===== src/rtl/dp_jtag_master.sv =====
// JTAG scan sequencer: per command an optional IR scan, then an optional DR scan, back to Run-Test/Idle.
// Define DP_JTAG_MASTER_FREE_TCK_EN to keep tck running in IDLE (TAP held in Run-Test/Idle).
module dp_jtag_master #(
    parameter int DIV  = 2,
    parameter int IR_W = 5,
    parameter int DR_W = 32
) (
    input  logic            iclk,
    input  logic            trst,
    input  logic            cmd_valid,
    output logic            cmd_ready,
    input  logic            cmd_skip_ir,
    input  logic [IR_W-1:0] cmd_ir,
    input  logic [5:0]      cmd_len,
    input  logic [DR_W-1:0] cmd_dr,
    output logic            rsp_valid,
    output logic [IR_W-1:0] rsp_ir,
    output logic [DR_W-1:0] rsp_dr,
    output logic            busy,
    output logic            tck,
    output logic            tms,
    output logic            tdi,
    input  logic            tdo
);
    localparam int LW   = $clog2(DR_W + 1);
    localparam int IRCW = $clog2(IR_W + 1);
    localparam int CW0  = (LW > 3) ? LW : 3;
    localparam int CW   = (IRCW > CW0) ? IRCW : CW0;
    localparam int DIVW = (DIV > 1) ? $clog2(DIV) : 1;

    typedef enum logic [3:0] {
        S_RST, S_IDLE, S_IR_HDR, S_IR_SHIFT, S_IR_TAIL,
        S_DR_HDR, S_DR_SHIFT, S_DR_TAIL, S_DONE
    } state_t;

    state_t          r_state, w_next;
    logic [CW-1:0]   r_cnt;
    logic [DIVW-1:0] r_div;
    logic            r_tck;
    logic [IR_W-1:0] r_ir, r_ir_sh, r_rsp_ir;
    logic [DR_W-1:0] r_dr, r_dr_sh, r_rsp_dr;
    logic [LW-1:0]   r_len, w_len_clamp;
    logic [CW-1:0]   w_len_m1;
    logic            w_run, w_phase_end, w_rise, w_fall, w_last;
    logic            w_tms, w_tdi, w_accept, w_ready;

    assign w_len_clamp = (int'(cmd_len) > DR_W) ? LW'(DR_W) : LW'(cmd_len);
    assign w_len_m1    = CW'(r_len) - CW'(1);
    assign w_phase_end = (r_div == DIVW'(DIV - 1));
    assign w_rise      = w_run && !r_tck && w_phase_end;
    assign w_fall      = w_run &&  r_tck && w_phase_end;

`ifdef DP_JTAG_MASTER_FREE_TCK_EN
    // Accept only at a tck falling point so the header starts on a fresh low phase.
    assign w_run   = (r_state != S_DONE);
    assign w_ready = (r_state == S_IDLE) && w_fall;
`else
    assign w_run   = (r_state != S_IDLE) && (r_state != S_DONE);
    assign w_ready = (r_state == S_IDLE);
`endif

    assign w_accept  = cmd_valid && w_ready;
    assign cmd_ready = w_ready;
    assign busy      = (r_state != S_IDLE);
    assign rsp_valid = (r_state == S_DONE);
    assign rsp_ir    = r_rsp_ir;
    assign rsp_dr    = r_rsp_dr;
    assign tck       = r_tck;
    assign tms       = w_tms;
    assign tdi       = w_tdi;

    // Each state spans a number of tck periods; it advances at the period's closing fall.
    always_comb begin
        w_next = r_state;
        w_tms  = 1'b0;
        w_tdi  = 1'b0;
        w_last = 1'b0;
        unique case (r_state)
            S_RST: begin
                w_tms  = (r_cnt < CW'(5));
                w_last = (r_cnt == CW'(5));
                if (w_fall && w_last) w_next = S_IDLE;
            end
            S_IDLE: begin
                w_last = 1'b1;
                if (w_accept) begin
                    if (!cmd_skip_ir)         w_next = S_IR_HDR;
                    else if (cmd_len != 6'd0) w_next = S_DR_HDR;
                    else                      w_next = S_DONE;
                end
            end
            S_IR_HDR: begin
                w_tms  = (r_cnt < CW'(2));
                w_last = (r_cnt == CW'(3));
                if (w_fall && w_last) w_next = S_IR_SHIFT;
            end
            S_IR_SHIFT: begin
                w_tdi  = r_ir[0];
                w_last = (r_cnt == CW'(IR_W - 1));
                w_tms  = w_last;
                if (w_fall && w_last) w_next = S_IR_TAIL;
            end
            S_IR_TAIL: begin
                w_tms  = (r_cnt == CW'(0));
                w_last = (r_cnt == CW'(1));
                if (w_fall && w_last) w_next = (r_len != '0) ? S_DR_HDR : S_DONE;
            end
            S_DR_HDR: begin
                w_tms  = (r_cnt == CW'(0));
                w_last = (r_cnt == CW'(2));
                if (w_fall && w_last) w_next = S_DR_SHIFT;
            end
            S_DR_SHIFT: begin
                w_tdi  = r_dr[0];
                w_last = (r_cnt == w_len_m1);
                w_tms  = w_last;
                if (w_fall && w_last) w_next = S_DR_TAIL;
            end
            S_DR_TAIL: begin
                w_tms  = (r_cnt == CW'(0));
                w_last = (r_cnt == CW'(1));
                if (w_fall && w_last) w_next = S_DONE;
            end
            S_DONE:  w_next = S_IDLE;
            default: w_next = S_RST;
        endcase
    end

    always_ff @(posedge iclk or negedge trst) begin
        if (!trst) begin
            r_state  <= S_RST;
            r_cnt    <= '0;
            r_div    <= '0;
            r_tck    <= 1'b0;
            r_ir     <= '0;
            r_dr     <= '0;
            r_len    <= '0;
            r_ir_sh  <= '0;
            r_dr_sh  <= '0;
            r_rsp_ir <= '0;
            r_rsp_dr <= '0;
        end else begin
            r_state <= w_next;

            if (w_run) begin
                if (w_phase_end) begin
                    r_div <= '0;
                    r_tck <= ~r_tck;
                end else begin
                    r_div <= r_div + DIVW'(1);
                end
            end else begin
                r_div <= '0;
                r_tck <= 1'b0;
            end

            if (w_fall) r_cnt <= w_last ? '0 : r_cnt + CW'(1);

            // Command words double as tdi shift registers, LSB first.
            if (w_accept) begin
                r_ir  <= cmd_ir;
                r_dr  <= cmd_dr;
                r_len <= w_len_clamp;
            end else begin
                if (w_fall && r_state == S_IR_SHIFT) r_ir <= r_ir >> 1;
                if (w_fall && r_state == S_DR_SHIFT) r_dr <= r_dr >> 1;
            end

            if (r_state == S_DONE)
                r_ir_sh <= '0;
            else if (w_rise && r_state == S_IR_SHIFT)
                r_ir_sh <= {tdo, r_ir_sh[IR_W-1:1]};

            // Capture fills from the MSB; short scans are right-aligned once complete.
            if (r_state == S_DONE)
                r_dr_sh <= '0;
            else if (w_rise && r_state == S_DR_SHIFT)
                r_dr_sh <= {tdo, r_dr_sh[DR_W-1:1]};
            else if (w_fall && w_last && r_state == S_DR_SHIFT)
                r_dr_sh <= r_dr_sh >> (DR_W - int'(r_len));

            if (w_next == S_DONE && r_state != S_DONE) begin
                r_rsp_ir <= r_ir_sh;
                r_rsp_dr <= r_dr_sh;
            end
        end
    end
endmodule


===== config.mk =====
export PLATFORM = sky130hd
export DESIGN_NAME = dp_jtag_master
export DESIGN_NICKNAME = d
export VERILOG_FILES = /design/src/rtl/dp_jtag_master.sv
export SDC_FILE = /design/constraint.sdc
export NUM_CORES = 1
export LEC_CHECK = 0
export ABC_CLOCK_PERIOD_IN_PS = 3800
export BUFFER_PORTS_ARGS = -buffer_cell sky130_fd_sc_hd__buf_2
export CAP_MARGIN = 20
export CORE_UTILIZATION = 60
export DETAILED_ROUTE_END_ITERATION = 7
export PLACE_DENSITY = 0.87
export SYNTH_ARGS = -nofsm -noshare
export SYNTH_HDL_FRONTEND = slang
export SYNTH_SLANG_ARGS = --single-unit

===== constraint.sdc =====
create_clock -name iclk -period 3.8 [get_ports iclk]
set_input_delay 0.76 -clock iclk [delete_from_list [all_inputs] [get_ports iclk]]
set_output_delay 0.76 -clock iclk [all_outputs]
set_load 0.02 [all_outputs]

==> results of run 1 <==
-- logic make-up after synthesis --
logic type,after synthesis,share of synthesized area [%]
adder cells (fa/ha/maj),6,0.9084
XOR/XNOR,10,1.226
AO/OA/AOI/OAI,172,13.85
flip-flops,129,39.06
multiplexers,172,25.65
AND/OR/NAND/NOR,258,14.53
buffers and inverters,76,4.769
-- routing by layer --
layer / global-route usage (%) / part of all wire [%]
met3: 8.381 / 9.4
met1: 42.83 / 41
met5: 0 / 0
met2: 48.26 / 47
met4: 11.09 / 2.3
-- metrics by stage --
step                power, uW  hold slack, ns
floorplan                4485          0.4492
global placement         5201          0.4606
detailed placement       5286          0.4716
CTS                      6848          0.4440
global route             7315          0.4576
finish                   6926          0.3711
-- flip-flops by register name, indices dropped and copies added, names as in the netlist --
name	cells
r_ir_sh	5
rsp_ir	5
r_cnt	6
tck	1
r_ir	5
r_dr_sh	32
r_len	6
r_div	1
r_state	4
rsp_dr	32
r_dr	32
-- final cells by class --
class                           count  area, um2
Sequential cell                   129       3229
Clock inverter                     14      120.1
Tap cell                          176      220.2
Inverter                           15      56.30
Fill cell                         994       3989
Clock buffer                       18      429.2
Timing Repair Buffer              108      616.8
Multi-Input combinational cell    618       4687
-- worst paths after layout --
check	endpoint	slack [ns]
min in group iclk	r_dr[17]	0.48
worst max-delay path	tms	0.34
worst min-delay path	rsp_dr[9]	0.37
worst max register to register	r_dr_sh[1]	0.54
max in group asynchronous	r_dr_sh[28]	2.73
worst min register to register	r_dr[17]	0.48
-- critical path, stage by stage, from the launching register on --
cell	delay (ns)
dfrtp_1	0.53
inv_1	0.14
ha_1	0.36
buf_12	0.23
xor2_1	0.17
nand3_1	0.10
a21oi_1	0.18
nand3_1	0.24
nand2_1	0.14
buf_2	0.17
-- power by group through the flow --
stage	combinational, uW	sequential (uW)	clock, uW
2_1_floorplan	2590	1890	0
3_3_place_gp	3140	2060	0
3_5_place_dp	3210	2080	0
4_1_cts	3240	2060	1550
5_1_grt	3580	2120	1610
6_report	3320	2080	1530
-- cells in the final DEF, fill, tap and decap left out, types with 5 or more instances in the layout --
cell type / synthesis / final
a31oi_1: 11 / 11
nand2b_1: 5 / 5
mux2_2: 58 / 58
o21ai_0: 57 / 57
inv_1: 14 / 14
nand2_1: 135 / 135
and2_1: 6 / 6
mux4_2: 26 / 26
o22ai_1: 12 / 11
or3_1: 5 / 5
a221oi_1: 12 / 12
a22oi_1: 9 / 9
ha_1: 6 / 6
nor3_1: 11 / 11
buf_2: 12 / 89
mux2i_1: 88 / 88
clkbuf_16: 0 / 17
nor2_1: 40 / 40
dfrtp_1: 129 / 128
inv_6: 0 / 7
o21a_1: 7 / 7
nor2b_1: 9 / 9
buf_4: 8 / 16
a21oi_1: 21 / 20
a211oi_1: 6 / 6
a32oi_1: 5 / 5
nand3_1: 17 / 17
==> impl_metrics.csv, run 1 <==
group,metric,value,unit
timing,drv_slew,0,
power_and_ir_drop,netSwitchingFraction,44.44,%
power_and_ir_drop,p_switching,3078,uW
global_route,grt_overflow_total,0,
power_and_ir_drop,ir_worst_vdd,635.6,uV
power_and_ir_drop,p_int,3848,uW
final_layout,finalNetCount,943,
routing,wl_per_cell,19.59,um
floorplanning,die_x,119.4,um
global_route,grt_pass1_vias,6805,
worst_setup_path,critPathLaunch,"r_len[1]",
logic_synthesis,synthCells,823,
final_layout,drive_above_1_share,26.50,%
clock_tree,htree_levels,4,
routing,first_pass_iters,8,
logic_synthesis,synthTopCellsByArea,"dfrtp_1 39%, mux2i_1 11%, mux2_2 7.9%, mux4_2 7.1%, nand2_1 6.1%",
timing,tightest_slew,0.9109,ns
timing,clock-skew-final,0.008268,ns
global_route,grt_pass1_wl,35180,um
routing,dr.first_iter.drc_count,772,
routing,ant_nets,0,
global_route,grt_max_degree,89,
logic_synthesis,syn_area,0.008264,mm2
clock_tree,cts_buffers,17,
placed_design,dp_hpwl,14150,um
power_and_ir_drop,powerDensity,740.0,mW/mm2
floorplanning,num_rows,42,
timing,finalSetupViolations,0,
worst_setup_path,worstRegToRegCells,9,
floorplanning,dieArea,0.01425,mm2
global_route,grt_use_total,31.34,%
logic_synthesis,ys_types,74,
placed_design,place_inst,1046,
placed_design,post-place-ws,0.6321,ns
floorplanning,io_pins,91,
placed_design,gp_congestion,0.9641,
power_and_ir_drop,combinationalPowerShare,47.9,%
logic_synthesis,async_flop_share,100.0,%
worst_setup_path,critPathRequiredTime,3.04,ns
worst_setup_path,r2r-start,"r_len[1]",
logic_synthesis,ys_warn_count,0,
clock_tree,clockBufferDepth,2,
power_and_ir_drop,p_clk_share,22.1,%
timing,tns,0,ns
logic_synthesis,yosysSeqAreaShare,39.06,%
hold_path,min_path_type,"in2async",
logic_synthesis,synth.avg_cell_area,10.04,um2
final_layout,syn_to_final_growth,13.25,%
timing,finalCritPeriodShare,90.93,%
placed_design,dpl-instance-area,0.008810,mm2
clock_tree,ctsHoldBuffers,0,
timing,fmax,289.4,MHz
clock_tree,cts_resized,0,
timing,slew-limit-headroom,39.27,%
clock_tree,clock_latency,0.43,ns
power_and_ir_drop,power_frac_seq,30.0,%
routing,finalWirelength,21110,um
routing,viasPerCell,6.521,
worst_setup_path,cp_data_arrival_time,2.70,ns
timing,hold_viol_final,0,
logic_synthesis,synth_flop_cell,"dfrtp_1",
floorplanning,start_util,61.91,%
worst_setup_path,cp-end-kind,"output pin",
routing,vias,7030,
worst_setup_path,path_class,"reg2out",
global_route,antenna_found_initial,0,
clock_tree,cts_sinks,129,
timing,setup_slack,0.3445,ns
routing,drc_errors,0,
clock_tree,cts_root_buf,"clkbuf_16",
logic_synthesis,yosys.cell_count.top_type,"nand2_1",
floorplanning,core,0.01335,mm2
final_layout,finish.utilization,70.12,%
timing,period_minus_slack,3.455,ns
logic_synthesis,synth_top_area_cell,"dfrtp_1",
logic_synthesis,ys_top_cells_by_count,"135 x nand2_1, 129 x dfrtp_1, 88 x mux2i_1",
worst_setup_path,startpoint_type,"flop",
clock_tree,cts_tree,"done",
status,status,"complete, no violations",
clock_tree,clkTransAtPathRegs,0.06,ns
timing,rsz0062_at_grt,"no",
worst_setup_path,path_max_fanout,38,
logic_synthesis,synth_top_area_share,39.06,%
final_layout,diodes,0,
flow_run,maxCapViolCount,0,
logic_synthesis,synth_edf_count,0,
logic_synthesis,syn-num-nets,877,
final_layout,final_cells,1078,
floorplanning,die_h,119.4,um
logic_synthesis,synth_seq_cells,129,
placed_design,port_buffers,90,
power_and_ir_drop,p_leak,0.004307,uW
final_layout,fin_area,0.009359,mm2
clock_tree,cts_setup_buffers,0,
No activity file was read; power rests on OpenSTA's default activity.
==> run 2: changes to the inputs <==
--- a/config.mk
+++ b/config.mk
@@ -10,2 +10,3 @@
 export CAP_MARGIN = 20
+export CORE_ASPECT_RATIO = 0.5
 export CORE_UTILIZATION = 60
--- a/constraint.sdc
+++ b/constraint.sdc
@@ -3,2 +3,2 @@
 set_output_delay 0.76 -clock iclk [all_outputs]
-set_load 0.02 [all_outputs]
+set_load 0.05 [all_outputs]
==> run 2 against run 1 <==
Effect of this change: non-clock buffer count decreased by 2; die area up 0.20%; sequential share of layout area shrank 0.16 points; worst hold slack worse by 0.16 ns.
==> impl_metrics.csv, run 2 (same netlist as run 1, synthesis figures left out) <==
group,metric,value,unit
status,status,"complete, no violations",
final_layout,fin_area,0.009403,mm2
worst_setup_path,crit_family,"compound AO/OA/AOI/OAI gates",
timing,tns,0,ns
worst_setup_path,crit_buf_inv,1,
floorplanning,core,0.01303,mm2
clock_tree,cts_buffers,17,
timing,period_minus_slack,3.493,ns
final_layout,drive_above_1_share,26.44,%
worst_setup_path,path_cells,"o31ai_1 > nand3_1 > a21oi_1 > nand3_1 > nand2_1 > buf_2",
timing,drv_slew,0,
placed_design,dpl-instance-area,0.008771,mm2
worst_setup_path,path_max_fanout,17,
floorplanning,io_pins,91,
routing,finalWirelength,22380,um
clock_tree,clockBufferDepth,2,
hold_path,min_path_type,"in2async",
timing,clock-skew-final,0.009472,ns
worst_setup_path,worstRegToRegCells,9,
worst_setup_path,cp_data_arrival_time,2.73,ns
worst_setup_path,startpoint_type,"flop",
timing,hold_viol_final,0,
floorplanning,die_h,84.99,um
timing,slew-limit-headroom,34.79,%
routing,dr.first_iter.drc_count,845,
worst_setup_path,cpMostUsedCell,"nand3_1",
routing,route.layer.met1.wl,9365,um
clock_tree,cts_root_buf,"clkbuf_16",
global_route,antenna_found_initial,0,
final_layout,syn_to_final_growth,13.78,%
power_and_ir_drop,netSwitchingFraction,44.34,%
timing,setup_slack,0.3067,ns
final_layout,diodes,0,
global_route,grt_pass1_vias,7004,
power_and_ir_drop,ir_worst_vdd,389.9,uV
power_and_ir_drop,power.total,7233,uW
worst_setup_path,cp-end-kind,"output pin",
routing,vias,7041,
global_route,grt_overflow_total,0,
power_and_ir_drop,p_switching,3207,uW
worst_setup_path,r2r-end,"r_dr_sh[1]",
routing,top_layer,"met4",
power_and_ir_drop,p_leak,0.004325,uW
timing,finalCritPeriodShare,91.93,%
routing,wl_met3,2188,um
worst_setup_path,max_stage_delay,0.68,ns
timing,hold_slack,0.2091,ns
worst_setup_path,crit_slowest_cell,"o31ai_1",
routing,routed-wl-met2,10350,um
worst_setup_path,critPathLaunch,"r_len[2]",
clock_tree,clock_latency,0.41,ns
flow_run,maxCapViolCount,0,
worst_setup_path,r2r_slack,0.50,ns
timing,finalSetupViolations,0,
worst_setup_path,r2r-start,"r_len[1]",
final_layout,layout_common_cells,"135 x nand2_1, 128 x dfrtp_1, 89 x buf_2, 88 x mux2i_1, 58 x mux2_2",
floorplanning,start_util,63.44,%
power_and_ir_drop,combinationalPowerShare,46.4,%
final_layout,final_common_cell,"nand2_1",
global_route,grt_use_total,32.90,%
clock_tree,ctsHoldBuffers,0,
timing,tightest_slew,0.9746,ns
routing,viasPerCell,6.580,
routing,drc_errors,0,
clock_tree,cts_tree,"done",
power_and_ir_drop,p_int,4026,uW
timing,rsz0062_at_grt,"no",
clock_tree,htree_levels,4,
placed_design,post-place-ws,0.6412,ns
routing,wl_per_cell,20.91,um
clock_tree,cts_setup_buffers,0,
power_and_ir_drop,p_clk_share,24.4,%
floorplanning,num_rows,29,
clock_tree,clkTransAtPathRegs,0.07,ns
routing,ant_nets,0,
worst_setup_path,critPathRequiredTime,3.04,ns
placed_design,gp_congestion,0.9740,
final_layout,finalNetCount,941,
clock_tree,cts_sinks,129,
global_route,grt_pass1_wl,36470,um
placed_design,dp_hpwl,15160,um
power_and_ir_drop,power_frac_seq,29.1,%
global_route,grt_max_degree,112,
worst_setup_path,path_class,"reg2out",
floorplanning,die_x,168.0,um
routing,first_pass_iters,5,
clock_tree,cts_resized,0,
placed_design,port_buffers,90,
power_and_ir_drop,powerDensity,769.3,mW/mm2
timing,fmax,286.3,MHz
floorplanning,dieArea,0.01428,mm2
run 2: changes by cell type in the layout (fill, tap and decap cells not counted):
cell and change:
buf_12 -1, buf_6 -1, clkinv_4 -1, inv_6 -2, clkbuf_8 +1, inv_8 +1
clkbuf_1 -1, clkinv_2 -2, bufinv_16 +3, clkinvlp_4 +1
run 2: how the worst max path moves through the flow:
| stage | endpoint | slack, ns | cells after the start |
|---|---|---|---|
| 3_5_place_dp | r_dr_sh[1] | 0.64 | 9 |
| 6_report | tms | 0.31 | 6 |
| 5_1_grt | tms | 0.13 | 6 |
| 3_3_place_gp | r_dr_sh[1] | 0.74 | 9 |
| 4_1_cts | tms | 0.36 | 6 |
| 2_1_floorplan | r_dr_sh[3] | 0.97 | 12 |
run 2: power groups by stage:
| stage | Clock [uW] | Combinational, uW | Sequential, uW |
|---|---|---|---|
| 3_5_place_dp | 0 | 3250 | 2110 |
| 3_3_place_gp | 0 | 3190 | 2090 |
| 5_1_grt | 1840 | 3600 | 2160 |
| 6_report | 1770 | 3360 | 2110 |
| 4_1_cts | 1780 | 3280 | 2090 |
| 2_1_floorplan | 0 | 2620 | 1920 |
run 2: area by class of cell:
cell class                 instances  area [um2]
clock buffer                      18       439.2
clock inverter                    14       192.7
fill                             962        3623
inverter                          15       56.30
multi-input combinational        618        4687
sequential                       129        3229
tap                              170       212.7
timing repair buffer             106       585.6
run 2: routing by layer:
layer	track usage, %	up-vias
met4	11.01	0
met1	43.82	3413
met3	8.629	53
met5	0	-
li1	-	3157
met2	52.84	418
run 2: per-stage QoR:
stage               cells  utilization [%]
finish               1070            72.18
global placement     1038            67.33
detailed placement   1038            67.33
CTS                  1070            72.18
floorplan             823                -
global route         1070            72.18
